[config.mk]
export PLATFORM = sky130hd
export DESIGN_NAME = fine_channelizer_mul_arbiter
export DESIGN_NICKNAME = d
export VERILOG_FILES = /design/src/rtl/fine_channelizer_pkg.sv /design/src/rtl/fine_channelizer_mul_core.sv /design/src/rtl/fine_channelizer_mul_arbiter.sv
export SDC_FILE = /design/constraint.sdc
export NUM_CORES = 1
export LEC_CHECK = 0
export BUFFER_PORTS_ARGS = -buffer_cell sky130_fd_sc_hd__buf_4
export CAP_MARGIN = 0
export CORE_UTILIZATION = 50
export CTS_BUF_LIST = sky130_fd_sc_hd__clkbuf_16
export DETAILED_ROUTE_END_ITERATION = 7
export GPL_ROUTABILITY_DRIVEN = 0
export GPL_TIMING_DRIVEN = 0
export MAX_ROUTING_LAYER = met4
export PLACE_DENSITY = 0.67
export SYNTH_ARGS = -nofsm -noshare
export SYNTH_HDL_FRONTEND = slang
export SYNTH_HIERARCHICAL = 1
export SYNTH_SLANG_ARGS = --single-unit
[constraint.sdc]
create_clock -name clk -period 7 [get_ports clk]
set_input_delay 0.35 -clock clk [delete_from_list [all_inputs] [get_ports clk]]
set_output_delay 0.35 -clock clk [all_outputs]
set_load 0.02 [all_outputs]
[src/rtl/fine_channelizer_pkg.sv]
// Shared types and widths for the fine channelizer multiplier path.
package fine_channelizer_pkg;

  localparam int unsigned MUL_IN_W  = 16;
  localparam int unsigned MUL_OUT_W = 32;
  localparam int unsigned MUL_LAT   = 2;
  localparam int unsigned TAG_ID_W  = 4;

  // Requester tag carried alongside each operand pair through the multiplier.
  typedef struct packed {
    logic                valid;
    logic [TAG_ID_W-1:0] id;
  } mul_tag_t;

endpackage

[src/rtl/fine_channelizer_mul_core.sv]
// Two-register signed multiplier (operand regs then product reg), shaped to map
// onto a single DSP48 with AREG/BREG/PREG.
module fine_channelizer_mul_core
  import fine_channelizer_pkg::*;
(
  input  logic                        clk,
  input  logic                        reset,
  input  logic                        ce,
  input  logic signed [MUL_IN_W-1:0]  a,
  input  logic signed [MUL_IN_W-1:0]  b,
  output logic signed [MUL_OUT_W-1:0] p
);

  logic signed [MUL_IN_W-1:0]  a_r;
  logic signed [MUL_IN_W-1:0]  b_r;
  logic signed [MUL_OUT_W-1:0] p_r;

  always_ff @(posedge clk) begin
    if (reset) begin
      a_r <= '0;
      b_r <= '0;
      p_r <= '0;
    end else if (ce) begin
      a_r <= a;
      b_r <= b;
      p_r <= a_r * b_r;
    end
  end

  assign p = p_r;

endmodule

[src/rtl/fine_channelizer_mul_arbiter.sv]
// Round-robin arbiter sharing one pipelined signed multiplier among NUM_REQ
// requesters; results return tagged with the owner's index.
module fine_channelizer_mul_arbiter
  import fine_channelizer_pkg::*;
#(
  parameter int unsigned NUM_REQ = 4,
  parameter int unsigned ID_W    = $clog2(NUM_REQ)
) (
  input  logic                          clk,
  input  logic                          reset,
  input  logic                          ce,
  input  logic [NUM_REQ-1:0]            req_mask,
  input  logic [NUM_REQ-1:0]            req_valid,
  output logic [NUM_REQ-1:0]            req_ready,
  input  logic [MUL_IN_W*NUM_REQ-1:0]   req_a,
  input  logic [MUL_IN_W*NUM_REQ-1:0]   req_b,
  output logic [NUM_REQ-1:0]            res_valid,
  output logic [ID_W-1:0]               res_id,
  output logic [MUL_OUT_W-1:0]          res_p,
  output logic                          busy
);

  // First eligible index at or after ptr, wrapping; MSB of result is "found".
  function automatic logic [ID_W:0] rr_pick(input logic [NUM_REQ-1:0] elig,
                                            input logic [ID_W-1:0]    ptr);
    logic            found;
    logic [ID_W-1:0] win;
    logic [ID_W:0]   s;
    found = 1'b0;
    win   = '0;
    for (int unsigned k = 0; k < NUM_REQ; k++) begin
      s = {1'b0, ptr} + (ID_W+1)'(k);
      if (s >= (ID_W+1)'(NUM_REQ)) s = s - (ID_W+1)'(NUM_REQ);
      if (!found && elig[s[ID_W-1:0]]) begin
        found = 1'b1;
        win   = s[ID_W-1:0];
      end
    end
    return {found, win};
  endfunction

  logic [NUM_REQ-1:0][MUL_IN_W-1:0] a_arr;
  logic [NUM_REQ-1:0][MUL_IN_W-1:0] b_arr;
  logic [ID_W-1:0]                  rr_ptr;
  logic [ID_W-1:0]                  rr_ptr_nxt;
  logic [ID_W:0]                    pick;
  logic                             found;
  logic [ID_W-1:0]                  win;
  logic                             hs;
  mul_tag_t                         tag_q [MUL_LAT];
  mul_tag_t                         s2_tag;
  logic signed [MUL_OUT_W-1:0]      prod;
  logic [NUM_REQ-1:0]               res_valid_d;

  assign a_arr = req_a;
  assign b_arr = req_b;

  // Grant selection and pointer advance.
  always_comb begin
    req_ready  = '0;
    hs         = 1'b0;
    pick       = rr_pick(req_valid & req_mask, rr_ptr);
    found      = pick[ID_W];
    win        = pick[ID_W-1:0];
    rr_ptr_nxt = rr_ptr;
    if (ce && !reset && found) begin
      req_ready  = NUM_REQ'(1) << win;
      hs         = 1'b1;
      rr_ptr_nxt = (win == ID_W'(NUM_REQ-1)) ? '0 : win + ID_W'(1);
    end
  end

  fine_channelizer_mul_core u_mul (
    .clk   (clk),
    .reset (reset),
    .ce    (ce),
    .a     (a_arr[win]),
    .b     (b_arr[win]),
    .p     (prod)
  );

  assign s2_tag = tag_q[MUL_LAT-1];

  // Result strobe and busy derived from the tag pipeline.
  always_comb begin
    res_valid_d = '0;
    busy        = 1'b0;
    if (s2_tag.valid) res_valid_d = NUM_REQ'(1) << s2_tag.id;
    for (int unsigned i = 0; i < MUL_LAT; i++) busy = busy | tag_q[i].valid;
  end

  always_ff @(posedge clk) begin
    if (reset) begin
      rr_ptr    <= '0;
      res_valid <= '0;
      res_id    <= '0;
      res_p     <= '0;
      for (int unsigned i = 0; i < MUL_LAT; i++) tag_q[i] <= '0;
    end else if (ce) begin
      rr_ptr   <= rr_ptr_nxt;
      tag_q[0] <= '{valid: hs, id: TAG_ID_W'(win)};
      for (int unsigned i = 1; i < MUL_LAT; i++) tag_q[i] <= tag_q[i-1];
      res_valid <= res_valid_d;
      // Id and product hold the last delivered result between strobes.
      if (s2_tag.valid) begin
        res_id <= ID_W'(s2_tag.id);
        res_p  <= prod;
      end
    end
  end

endmodule
==> summary.md, run 1 <==
| Metric | Value |
|---|---|
| Status | `completed` |
| Crit end category | `flip-flop` |
| Peak fanout along the critical path | `10` |
| DPL Wire Length | `34800 um` |
| XOR/XNOR Fraction of Synth Area | `0.0169` |
| Synthesized netlist cell count | `1625` |
| Switching part of the total | `0.445` |
| Commonest non-fill, non-tap cells in the layout | `inv_1, fa_1, nand2_1` |
| Die area | `30700 um2` |
| GRT overflow | `0` |
| #FFs+latches synth | `110` |
| Met2 WL post-DR | `19600 um` |
| Setup violations, final | `0` |
| Register Area | `2270 um2` |
| First-pass iteration count of the detailed router | `5` |
| Die height | `175 um` |
| Crit start category | `flip-flop` |
| Clk buf depth | `2` |
| Chip width | `175 um` |
| Worst VDD drop | `143 uV` |
| Leakage | `8.57 nW` |
| CTS Root Cell | `clkbuf_16` |
| First-pass GRT wire length | `65900 um` |
| Sw Pwr | `0.00131 W` |
| Clock power share | `0.175` |
| Met1 wire length | `17800 um` |
| Core area | `29600 um2` |
| Starting Density | `0.507` |
| Initial antenna violation count | `0` |
| Synth Area in Simple Gates | `0.154` |
| Post-synthesis adder-cell area fraction | `0.418` |
| CTS Buf Count | `9` |
| Cell area after synthesis | `15000 um2` |
| RSZ-0062 raised after global routing | `false` |
| Crit Path Category | `reg2reg` |
| Syn Nets | `2108` |
| Leading area contributor after synthesis | `fa_1` |
| Tot GR Track Use | `0.289` |
| Worst-skew pair later-pin latency | `0.36 ns` |
| Worst Tran Pin Value | `0.921 ns` |
| Clock Skew | `0.0128 ns` |
| Hold Path Class | `in2reg` |
| Layout area overhead | `14.6%` |
| DR iter-0 viols | `638` |
| Remaining DRCs | `0` |
| Met3 routed wirelength | `2180 um` |
| Mux cell area share after synthesis | `0.0995` |
| Average wire per standard cell | `18.6 um` |
| Antenna cells | `0` |
| Worst-path clk slew | `0.08 ns` |
| Pwr/cell area | `171 nW/um2` |
| Uppermost layer routed | `met4` |
| Fmax | `151 MHz` |
| Internal power | `0.00164 W` |
| Worst Path Required | `7.29 ns` |
| Via/cell ratio | `5.25` |
| Post-CTS setup buffers | `0` |
| CTS tree | `done` |
| Post-synthesis sequential area ratio | `0.151` |
| Arr. time, crit path | `6.92 ns` |
| Final Hold Viols | `0` |
| Asr flop ratio synth | `0` |
| Max-slew violation count | `0` |
| Largest net degree at the start of global routing | `22` |
| I/O pins | `182` |
| Worst rel slew slack | `0.386` |
| Largest family of logic cells by synthesized area | `adder cells` |
| Tcrit/Tclk final | `0.948` |
| Layout cells sized above 1 | `0.142` |
| H-tree Lvls | `3` |
| Synth Area in Compound Gates | `0.0638` |
| Core Rows | `63` |
| Worst hold margin | `0.423 ns` |
| Vias | `11606` |
| Filler Cell Count | `2698` |
| Final setup TNS | `0 ns` |
| Share of the synthesized area in the top cell type | `0.350` |
| Drt total wl | `41000 um` |
| Multi-input logic area | `11300 um2` |
| Commonest non-fill, non-tap cell in the layout | `inv_1` |
| Area contributors post-synth | `fa_1, dfxtp_1, mux2i_1, inv_1, ha_1` |
| Cell variety after synth | `69` |
| Warnings, synthesis | `6` |
| Clk sinks | `110` |
| Post-synth EDFFs | `6` |
| Flop pwr share | `0.269` |
| Buffers on Ports | `181` |
| Combinational share of power | `0.555` |
| Max-cap violations | `0` |
| Period minus WS final | `6.63 ns` |
| Nets@finish | `2298` |
| Number of global-route vias before repair | `12203` |
| Mean Syn Cell Area | `9.23 um2` |
| Post-route ant nets | `0` |
| Top FF cell, synth | `dfxtp_1` |
-- Yosys cell counts (all sizes together) (4+ instances only) --
master / count
a21oi: 69
dfxtp: 104
xor2: 5
nand2: 205
o211ai: 5
o21a: 5
buf: 17
nand3: 10
inv: 291
xnor2: 24
mux2i: 148
a31oi: 5
nand4b: 4
a211oi: 5
ha: 82
fa: 262
nor2: 81
or2: 4
edfxtp: 6
nand2b: 13
nor2b: 6
clkbuf: 63
and2: 128
nor3b: 7
o21ai: 16
a21o: 9
-- what timing repair did --
action,4_1_cts,5_1_grt
hold buffers,0,0
endpoints found under the setup margin,2,5
pin swaps,0,0
resized for setup,5,50
-- logic make-up after synthesis --
kind of cell             Yosys count
AO/OA/AOI/OAI                    143
XOR/XNOR                          29
adder cells (fa/ha/maj)          344
buffers and inverters            371
flip-flops                       110
multiplexers                     149
AND/OR/NAND/NOR                  479
-- power groups by stage --
| stage | Clock, W | Combinational, W | Sequential (W) |
|---|---|---|---|
| after floorplan | 0 | 0.00112 | 0.000768 |
| after global placement | 0 | 0.00160 | 0.000800 |
| after detailed placement | 0 | 0.00162 | 0.000802 |
| after CTS | 0.000529 | 0.00164 | 0.000788 |
| after global routing | 0.000559 | 0.00183 | 0.000802 |
| final | 0.000517 | 0.00164 | 0.000793 |
-- final cells by class --
type | count | share of cell area
clock buffers | 9 | 0.0131
repair buffers | 181 | 0.0790
multi-input cells | 1144 | 0.658
inverters | 291 | 0.0635
well taps | 390 | 0.0284
clock inverters | 7 | 0.00422
flip-flops and latches | 110 | 0.132
plain buffers | 78 | 0.0221
-- worst max-delay path, stage by stage (launching register included) --
cell	delay, ns
dfxtp_1	0.55
clkbuf_2	0.40
nand2_1	0.14
fa_1	0.51
inv_1	0.05
fa_1	0.49
inv_1	0.06
fa_1	0.53
inv_1	0.05
fa_1	0.49
fa_1	0.51
inv_1	0.07
fa_1	0.52
inv_1	0.06
ha_1	0.33
a2111o_1	0.42
a31oi_4	0.23
o211ai_2	0.18
a311oi_4	0.37
o21ai_1	0.13
mux2_1	0.35
a21oi_2	0.13
-- path summary, 6_finish.rpt --
kind | from | end | slack [ns] | cells past startpoint
setup / recovery | u_mul/a_r[6]$_SDFFE_PP0P_ | u_mul/p[31]$_SDFFE_PP0P_ | 0.37 | 21
hold / removal | reset | u_mul/p[29]$_SDFFE_PP0P_ | 0.42 | 4
setup reg to reg | u_mul/a_r[6]$_SDFFE_PP0P_ | u_mul/p[31]$_SDFFE_PP0P_ | 0.37 | 21
hold reg to reg | u_mul/p[25]$_SDFFE_PP0P_ | res_p[25]$_SDFFE_PP0P_ | 0.44 | 2
-- per-stage QoR --
stage	setup WS, ns	cell area (um2)	util	power, W	std cells
after global placement	-0.0424	16800	0.570	0.00240	2196
final	0.366	17200	0.582	0.00295	2210
after CTS	0.00932	17200	0.580	0.00296	2212
after global routing	0.00359	17200	0.582	0.00319	2210
after detailed placement	-0.150	16800	0.570	0.00242	2196
after floorplan	1.03	15000	-	0.00188	1625
-- per-layer routing --
metal  global-route usage  vias to the layer above
met4                0.100                        0
met5                    -                        -
met2                0.460                      357
met3               0.0407                       80
met1                0.378                     5761
li1                     -                     5408
-- sequential cells by signal, indices dropped and copies added (netlist names) --
name and count:
res_id 2, res_p 32, res_valid 4, rr_ptr 2, tag_q 6, u_mul/a_r 16
u_mul/b_r 16, u_mul/p 32
Power figures use the tool's default switching activity.
==> inputs of run 2 (changes only) <==
CELL_PAD_IN_SITES_DETAIL_PLACEMENT = 1   (was not set)
CELL_PAD_IN_SITES_GLOBAL_PLACEMENT = 1   (was not set)
CORE_UTILIZATION = 47   (was 50)
PLACE_DENSITY = 0.95   (was 0.67)
==> run 2 against run 1 <==
- clock skew increased by 0.0011 ns
- via count increased by 19%
- critical path type unchanged
- critical endpoint unchanged
- the flow now finishes with violations (negative setup slack)
- sequential cell count unchanged
- highest routed layer unchanged
- power increased by 13%
- clock power increased by 10%
- largest cell class unchanged
- die area increased by 6.3%
- wire length increased by 56%
==> summary.md, run 2 (same netlist as run 1, synthesis figures left out) <==
| Metric | Value |
|---|---|
| Average wire per standard cell | `28.7 um` |
| Initial antenna violation count | `3` |
| Crit start category | `flip-flop` |
| Drt total wl | `64000 um` |
| Met3 routed wirelength | `5610 um` |
| Placed inst area | `16900 um2` |
| Fmax | `142 MHz` |
| Period minus WS final | `7.02 ns` |
| GRT overflow | `0` |
| Met2 WL post-DR | `31000 um` |
| First-pass GRT wire length | `95900 um` |
| Worst rel slew slack | `0.235` |
| First-pass iteration count of the detailed router | `7` |
| Clk sinks | `110` |
| Critical path's largest stage delay | `0.64 ns` |
| Worst-path clk slew | `0.09 ns` |
| Die area | `32600 um2` |
| WHS Endpoint | `u_mul/p[21]$_SDFFE_PP0P_` |
| Core area | `31500 um2` |
| I/O pins | `182` |
| Worst VDD drop | `141 uV` |
| Arr. time, crit path | `7.33 ns` |
| Hold path start | `reset` |
| Pwr/cell area | `192 nW/um2` |
| Failing checks | `negative setup slack` |
| DR iter-0 viols | `1221` |
| Clock Skew | `0.0140 ns` |
| Max-slew violation count | `0` |
| Vias | `13849` |
| Remaining DRCs | `0` |
| Starting Density | `0.477` |
| Tcrit/Tclk final | `1.00` |
| Hold Path Class | `in2reg` |
| Setup ws final | `-0.0205 ns` |
| Clk buf depth | `2` |
| Crit end category | `flip-flop` |
| Worst r2r path cells | `20` |
| CP Cell Sequence | `clkbuf_2 > and2_1 > fa_1 > fa_1 > fa_1 > fa_1 > fa_1 > inv_1 > fa_1 > inv_1 > ha_1 > clkbuf_1 > a21oi_2 > a21boi_1 > o31ai_1 > o211ai_2 > a311oi_2 > o21ai_1 > mux2_1 > a21oi_2` |
| Uppermost layer routed | `met4` |
| Worst reg2reg endpoint | `u_mul/p[31]$_SDFFE_PP0P_` |
| FF-to-FF setup slack | `-0.02 ns` |
| Crit Path Category | `reg2reg` |
| Buffers on Ports | `181` |
| Peak fanout along the critical path | `10` |
| Setup violations, final | `1` |
| Most frequent CP cell | `fa_1` |
| Reg2reg start | `u_mul/b_r[14]$_SDFFE_PP0P_` |
| Hold path depth | `3` |
| Tot GR Track Use | `0.412` |
| Status | `finished with violations` |
| Post-route ant nets | `0` |
| CTS Buf Count | `9` |
| Slowest cell on crit path | `dfxtp_1` |
| Largest net degree at the start of global routing | `20` |
| Max-cap violations | `0` |
| Final setup TNS | `-0.0205 ns` |
| Met1 wire length | `20700 um` |
| CTS Root Cell | `clkbuf_16` |
| Leakage | `8.61 nW` |
| Chip width | `181 um` |
| Cell area after layout | `17300 um2` |
| Worst Path Required | `7.31 ns` |
| Core Rows | `65` |
| Nets@finish | `2300` |
| Commonest non-fill, non-tap cells in the layout | `inv_1, fa_1, nand2_1` |
| Worst-skew pair later-pin latency | `0.39 ns` |
| DPL Wire Length | `46400 um` |
| Final Hold Viols | `0` |
| H-tree Lvls | `3` |
| Via/cell ratio | `6.22` |
| Layout cells sized above 1 | `0.158` |
| Commonest non-fill, non-tap cell in the layout | `inv_1` |
| Die height | `181 um` |
| CTS tree | `done` |
| Layout area overhead | `15.4%` |
| Number of global-route vias before repair | `16018` |
| Worst Tran Pin Value | `1.14 ns` |
==> run 2: layout make-up <==
class | count | area, um2
Antenna cell | 3 | 7.51
Buffer | 78 | 418
Clock buffer | 9 | 225
Clock inverter | 7 | 80.1
Fill cell | 3622 | 14200
Inverter | 291 | 1090
Multi-Input combinational cell | 1144 | 11300
Sequential cell | 110 | 2290
Tap cell | 402 | 503
Timing Repair Buffer | 183 | 1370
==> run 2: where the power goes <==
part	leakage (nW)	total (W)	internal, W	switching [W]
Combinational	7.54	0.00193	0.000730	0.00120
Clock	0.151	0.000570	0.000284	0.000286
Sequential	0.924	0.000821	0.000710	0.000112
==> run 2: timing repair <==
action	4_1_cts	5_1_grt
hold buffers	0	0
pin swaps	0	2
gates resized for setup	36	59
setup buffers	0	2
setup endpoints to repair	13	12
==> run 2: worst max path at each step <==
stage	startpoint	endpoint	slack (ns)	cells after the start
global route	u_mul/a_r[13]$_SDFFE_PP0P_	u_mul/p[31]$_SDFFE_PP0P_	-0.05	21
floorplan	u_mul/a_r[15]$_SDFFE_PP0P_	u_mul/p[31]$_SDFFE_PP0P_	1.03	21
CTS	u_mul/a_r[4]$_SDFFE_PP0P_	u_mul/p[30]$_SDFFE_PP0P_	0.004	17
finish	u_mul/b_r[14]$_SDFFE_PP0P_	u_mul/p[31]$_SDFFE_PP0P_	-0.02	20
global placement	u_mul/b_r[8]$_SDFFE_PP0P_	u_mul/p[30]$_SDFFE_PP0P_	0.04	24
detailed placement	u_mul/b_r[8]$_SDFFE_PP0P_	u_mul/p[25]$_SDFFE_PP0P_	-0.38	22
==> run 2: metal layers <==
metal | vias to the layer above | global-route usage
met1 | 6919 | 0.411
met2 | 1057 | 0.667
met5 | - | -
met4 | 0 | 0.381
li1 | 5423 | -
met3 | 450 | 0.0990
==> run 2: per-stage QoR <==
stage                     hold slack [ns]  worst slack [ns]  std cells   util  power, W
after floorplan                     0.427              1.03       1625      -   0.00188
after global placement              0.445            0.0394       2208  0.536   0.00235
after detailed placement            0.450            -0.378       2208  0.536   0.00255
after CTS                           0.366           0.00375       2222  0.547   0.00321
after global routing                0.372           -0.0513       2227  0.550   0.00346
final                               0.379           -0.0205       2227  0.550   0.00332
==> run 2: worst max-delay path, delay by kind of cell (launching register included) <==
| kind | cells | cell delay, ns |
|---|---|---|
| DFF | 1 | 0.64 |
| adders and majority gates | 7 | 3.34 |
| and+or+nand+nor | 1 | 0.26 |
| muxes | 1 | 0.34 |
| buffers and inverters | 4 | 0.75 |
| AOI/OAI and AO/OA | 7 | 1.61 |
